$ cat src/rtl/serial_seq_detector.sv
// serial_seq_detector: Moore FSM detecting 1011 in a gated serial stream; DETECT_OVERLAP_EN enables overlapping matches
module serial_seq_detector #(
    parameter int WIDTH = 8,
    parameter int CNT_W = 8
) (
    input  logic             clk,
    input  logic             reset,
    input  logic             din,
    input  logic             din_valid,
    output logic [WIDTH-1:0] shift_q,
    output logic [2:0]       state,
    output logic             detect,
    output logic [CNT_W-1:0] match_count
);
    localparam logic [2:0] S0    = 3'd0;
    localparam logic [2:0] S1    = 3'd1;
    localparam logic [2:0] S10   = 3'd2;
    localparam logic [2:0] S101  = 3'd3;
    localparam logic [2:0] S1011 = 3'd4;
`ifdef DETECT_OVERLAP_EN
    localparam logic [2:0] AFTER_MATCH_0 = S10;
`else
    localparam logic [2:0] AFTER_MATCH_0 = S0;
`endif
    logic [2:0]       state_q, state_d, nxt;
    logic [WIDTH-1:0] shift_d;
    logic             detect_q, detect_d;
    logic [CNT_W-1:0] count_q, count_d;
    logic             illegal, hit;
    always_comb begin
        case (state_q)
            S0:      nxt = din ? S1 : S0;
            S1:      nxt = din ? S1 : S10;
            S10:     nxt = din ? S101 : S0;
            S101:    nxt = din ? S1011 : S10;
            S1011:   nxt = din ? S1 : AFTER_MATCH_0;
            default: nxt = S0;
        endcase
        illegal  = state_q > S1011;
        hit      = din_valid && !illegal && nxt == S1011;
        state_d  = (din_valid || illegal) ? nxt : state_q;
        shift_d  = din_valid ? {shift_q[WIDTH-2:0], din} : shift_q;
        detect_d = hit;
        count_d  = (hit && count_q != '1) ? count_q + 1'b1 : count_q;
    end
    always_ff @(posedge clk) begin
        if (reset) begin
            state_q  <= S0;
            shift_q  <= '0;
            detect_q <= 1'b0;
            count_q  <= '0;
        end else begin
            state_q  <= state_d;
            shift_q  <= shift_d;
            detect_q <= detect_d;
            count_q  <= count_d;
        end
    end
    assign state       = state_q;
    assign detect      = detect_q;
    assign match_count = count_q;
endmodule

$ cat config.mk
export PLATFORM = sky130hd
export DESIGN_NAME = serial_seq_detector
export DESIGN_NICKNAME = d
export VERILOG_FILES = /design/src/rtl/serial_seq_detector.sv
export SDC_FILE = /design/constraint.sdc
export NUM_CORES = 1
export LEC_CHECK = 0
export CAP_MARGIN = 20
export CORE_ASPECT_RATIO = 1.4
export CORE_MARGIN = 5
export CORE_UTILIZATION = 40
export CTS_BUF_LIST = sky130_fd_sc_hd__clkbuf_8
export DETAILED_ROUTE_END_ITERATION = 10
export MAX_ROUTING_LAYER = met4
export PLACE_DENSITY = 0.76
export SETUP_SLACK_MARGIN = 0.1
export SKIP_CTS_REPAIR_TIMING = 1
export SLEW_MARGIN = 25
export SYNTH_ARGS = -nofsm -noshare
export SYNTH_HDL_FRONTEND = slang
export SYNTH_SLANG_ARGS = --single-unit
$ cat constraint.sdc
create_clock -name clk -period 2.12 [get_ports clk]
set_clock_uncertainty 0.05 [all_clocks]
set_input_delay 0.424 -clock clk [delete_from_list [all_inputs] [get_ports clk]]
set_output_delay 0.424 -clock clk [all_outputs]
set_load 0.005 [all_outputs]
==> summary.md <==
| Metric | Value |
|---|---|
| Max stage delay on crit path | `about 0.57 ns` |
| RSZ-0062 raised after global routing | `no` |
| Clock root buffer | `clkbuf_8` |
| Top-area cell type share of the netlist area | `0.4188` |
| Mux cell area share after synthesis | `0.1073` |
| Count of cell types in the netlist | `37` |
| H-tree depth | `1` |
| Die X | `51.32 um` |
| Setup violations, final | `0` |
| Clock Latency Late Sink | `0.26 ns` |
| Hold Worst Slack | `about 0.45 ns` |
| Area share of fa/ha/maj cells after synthesis | `0.02356` |
| Syn_area_per_cell | `9.372 um^2` |
| Final HPWL DP | `1.759 mm` |
| Area contributors post-synth | `dfxtp_1 (42%), mux2i_1 (8.4%), nor2_1 (5.1%)` |
| Placer Congestion | `0.8710` |
| Synth Area in XOR/XNOR | `0` |
| PortBufs | `23` |
| Largest family of logic cells by synthesized area | `simple AND/OR/NAND/NOR gates` |
| # placed instances | `148` |
| Clock Path Buffers | `2` |
| Starting Density | `0.4088` |
| Site Rows | `21` |
| Cell taking the most area after synthesis | `dfxtp_1` |
| CTS tree | `yes` |
| Flops & latches, synth | `20` |
| Arrival time worst endpoint | `1.33 ns` |
| Fmax | `554.6 MHz` |
| Setup_tns | `0 ns` |
| Slew Limit Fails | `0` |
| Slew of the pin with the lowest slew margin | `0.6016 ns` |
| DRC | `0` |
| Total Nets Final | `between 100 and 150` |
| # IOs | `24` |
| Post-synth EDFFs | `0` |
| M3 GR Usage | `0.03268` |
| Grt total ovfl | `0` |
| Max_cap viols | `0` |
| Share of cells above drive strength 1 | `0.1163` |
| Period Utilization, post-route | `0.8505` |
| Post-Layout Cell Count | `152` |
| Cells along the critical path | `clkdlybuf4s50_1` |
| GRT Util Overall | `0.1579` |
| Final Hold Fails | `0` |
| Ant. Diodes | `0` |
| Detailed Route Iter0 Violations | `26` |
| Power per Cell Area | `566.7 nW/um^2` |
| Peak VDD IR | `445.8 uV` |
| Drt first pass iters | `4` |
| Post-Syn Area | `955.9 um^2` |
| Placed cell areas | `1224 um^2` |
| Synth Area in Compound Gates | `0.1492` |
| Syn nets | `107` |
| Relative slew slack | `0.5976` |
| First-pass GRT wire length | `4.105 mm` |
| Area grow syn2layout | `33.77%` |
| CP delay by family, top | `buffers and inverters` |
| Most Used Layer, Global Route | `met2` |
| CTS Sinks | `20` |
| Worst Path Max Fanout | `10` |
| FFs w/ async S/R, synth | `0` |
| Crit path kind | `reg2out` |
| Gate Count Post-Synth | `around 100` |
| Sequential area share after synthesis | `0.4188` |
| Met2 usage | `0.2661` |
| Vias per inst | `6.039` |
| CP endpoint kind | `output pin` |
| Post-route cell area | `1279 um^2` |
| WL per Instance | `15.88 um` |
| Synth top cells by count | `dfxtp_1 (20), nor2_1 (13), mux2i_1 (8), nand3_1 (6), nand2_1 (5)` |
| Top_reg_cell synth | `dfxtp_1` |
| Core ar. | `~2300 um^2` |
| Number of global-route vias before repair | `903` |
| Die footprint | `3481 um^2` |
| Fin crit period | `1.803 ns` |
| Crit path buffers/inverters | `1` |
| Worst min-delay path category | `reg2reg` |
| Clock-pin transition on the worst setup and hold timing paths | `roughly 0.070 ns` |
| Final WL | `approximately 2.4 mm` |
| Initial antenna violation count | `0` |
| Simple-gate share of the synthesized area | `0.2592` |
| Via count | `between 900 and 1,000` |
| Number of synthesis warnings | `0` |
| Met1 Usage GRT | `0.1855` |
| Status | `finished clean` |
| Req. time, crit path | `1.65 ns` |
| DIE HEIGHT | `between 60 and 70 um` |
| Largest net degree at the start of global routing | `17` |
| Count leader, synth | `dfxtp_1` |
| CTS buffer count | `3` |
| Max stage delay cell, worst path | `clkdlybuf4s50_1` |
| Startpoint Class | `register` |
| DRT antenna net count | `0` |
| Fillers | `approximately 230` |
| Leak Pwr | `0.4785 nW` |
state kept, by name (all words and copies together) (netlist names):
register and count:
match_count 8, detect 1, shift_q 8, state 3
cell type report:
| class | instances | area [um^2] | area share |
|---|---|---|---|
| Inverter | 5 | 18.77 | 0.01468 |
| Clock buffer | 4 | 55.05 | 0.04305 |
| Tap cell | 23 | 28.78 | 0.02250 |
| Sequential cell | 20 | 400.4 | 0.3131 |
| Timing Repair Buffer | 27 | 260.3 | 0.2035 |
| Multi-Input combinational cell | 73 | 515.5 | 0.4031 |
where the power goes:
group          leakage, nW   total, W  switching (W)  internal, W
logic                0.288  0.0000463      0.0000239    0.0000224
clock network       0.0288   0.000294       0.000128     0.000166
registers            0.162   0.000384     0.00000539     0.000379
cells by family after synthesis:
family / count (synthesis)
AND/OR/NAND/NOR: 43
adder cells (fa/ha/maj): 2
AO/OA/AOI/OAI: 18
multiplexers: 10
buffers and inverters: 9
flip-flops: 20
cell usage in the layout, fill, tap and decap left out, types with 2 or more instances in the layout:
cell	netlist	routed
clkdlybuf4s50_1	0	23
nand2_1	5	5
o41ai_1	3	3
a21oi_1	3	3
mux2_1	2	2
inv_1	4	4
clkbuf_8	0	4
nand3b_1	2	2
buf_4	0	4
a211oi_1	3	3
mux2i_1	8	8
nand3_1	6	6
nand4_1	3	3
dfxtp_1	20	20
nor2b_1	4	4
nand4b_1	2	2
nor2_1	13	13
routing by layer:
metal,up-vias,wire length (um)
met5,-,0
met4,0,38
met3,4,154
met2,41,1150
met1,439,1070
li1,434,-
metrics by stage:
| step | util | setup slack, ns | total power, W |
|---|---|---|---|
| finish | 0.5468 | 0.3169 | 0.0007246 |
| global route | 0.5468 | 0.2492 | 0.0007537 |
| CTS | 0.5468 | 0.2906 | 0.0007335 |
| detailed placement | 0.5233 | 0.1147 | 0.0004400 |
| global placement | 0.5233 | 0.1592 | 0.0004385 |
| floorplan | - | 0.4944 | 0.0004158 |
path summary, 6_finish.rpt:
kind / end / start / slack, ns / cells past startpoint
setup / recovery: state[0] / state[0] / 0.32 / 1
hold / removal: shift_q[0] / shift_q[0] / 0.45 / 2
setup reg to reg: match_count[6] / match_count[1] / 0.38 / 4
hold reg to reg: shift_q[0] / shift_q[0] / 0.45 / 2
(Power assumes the default switching activity.)
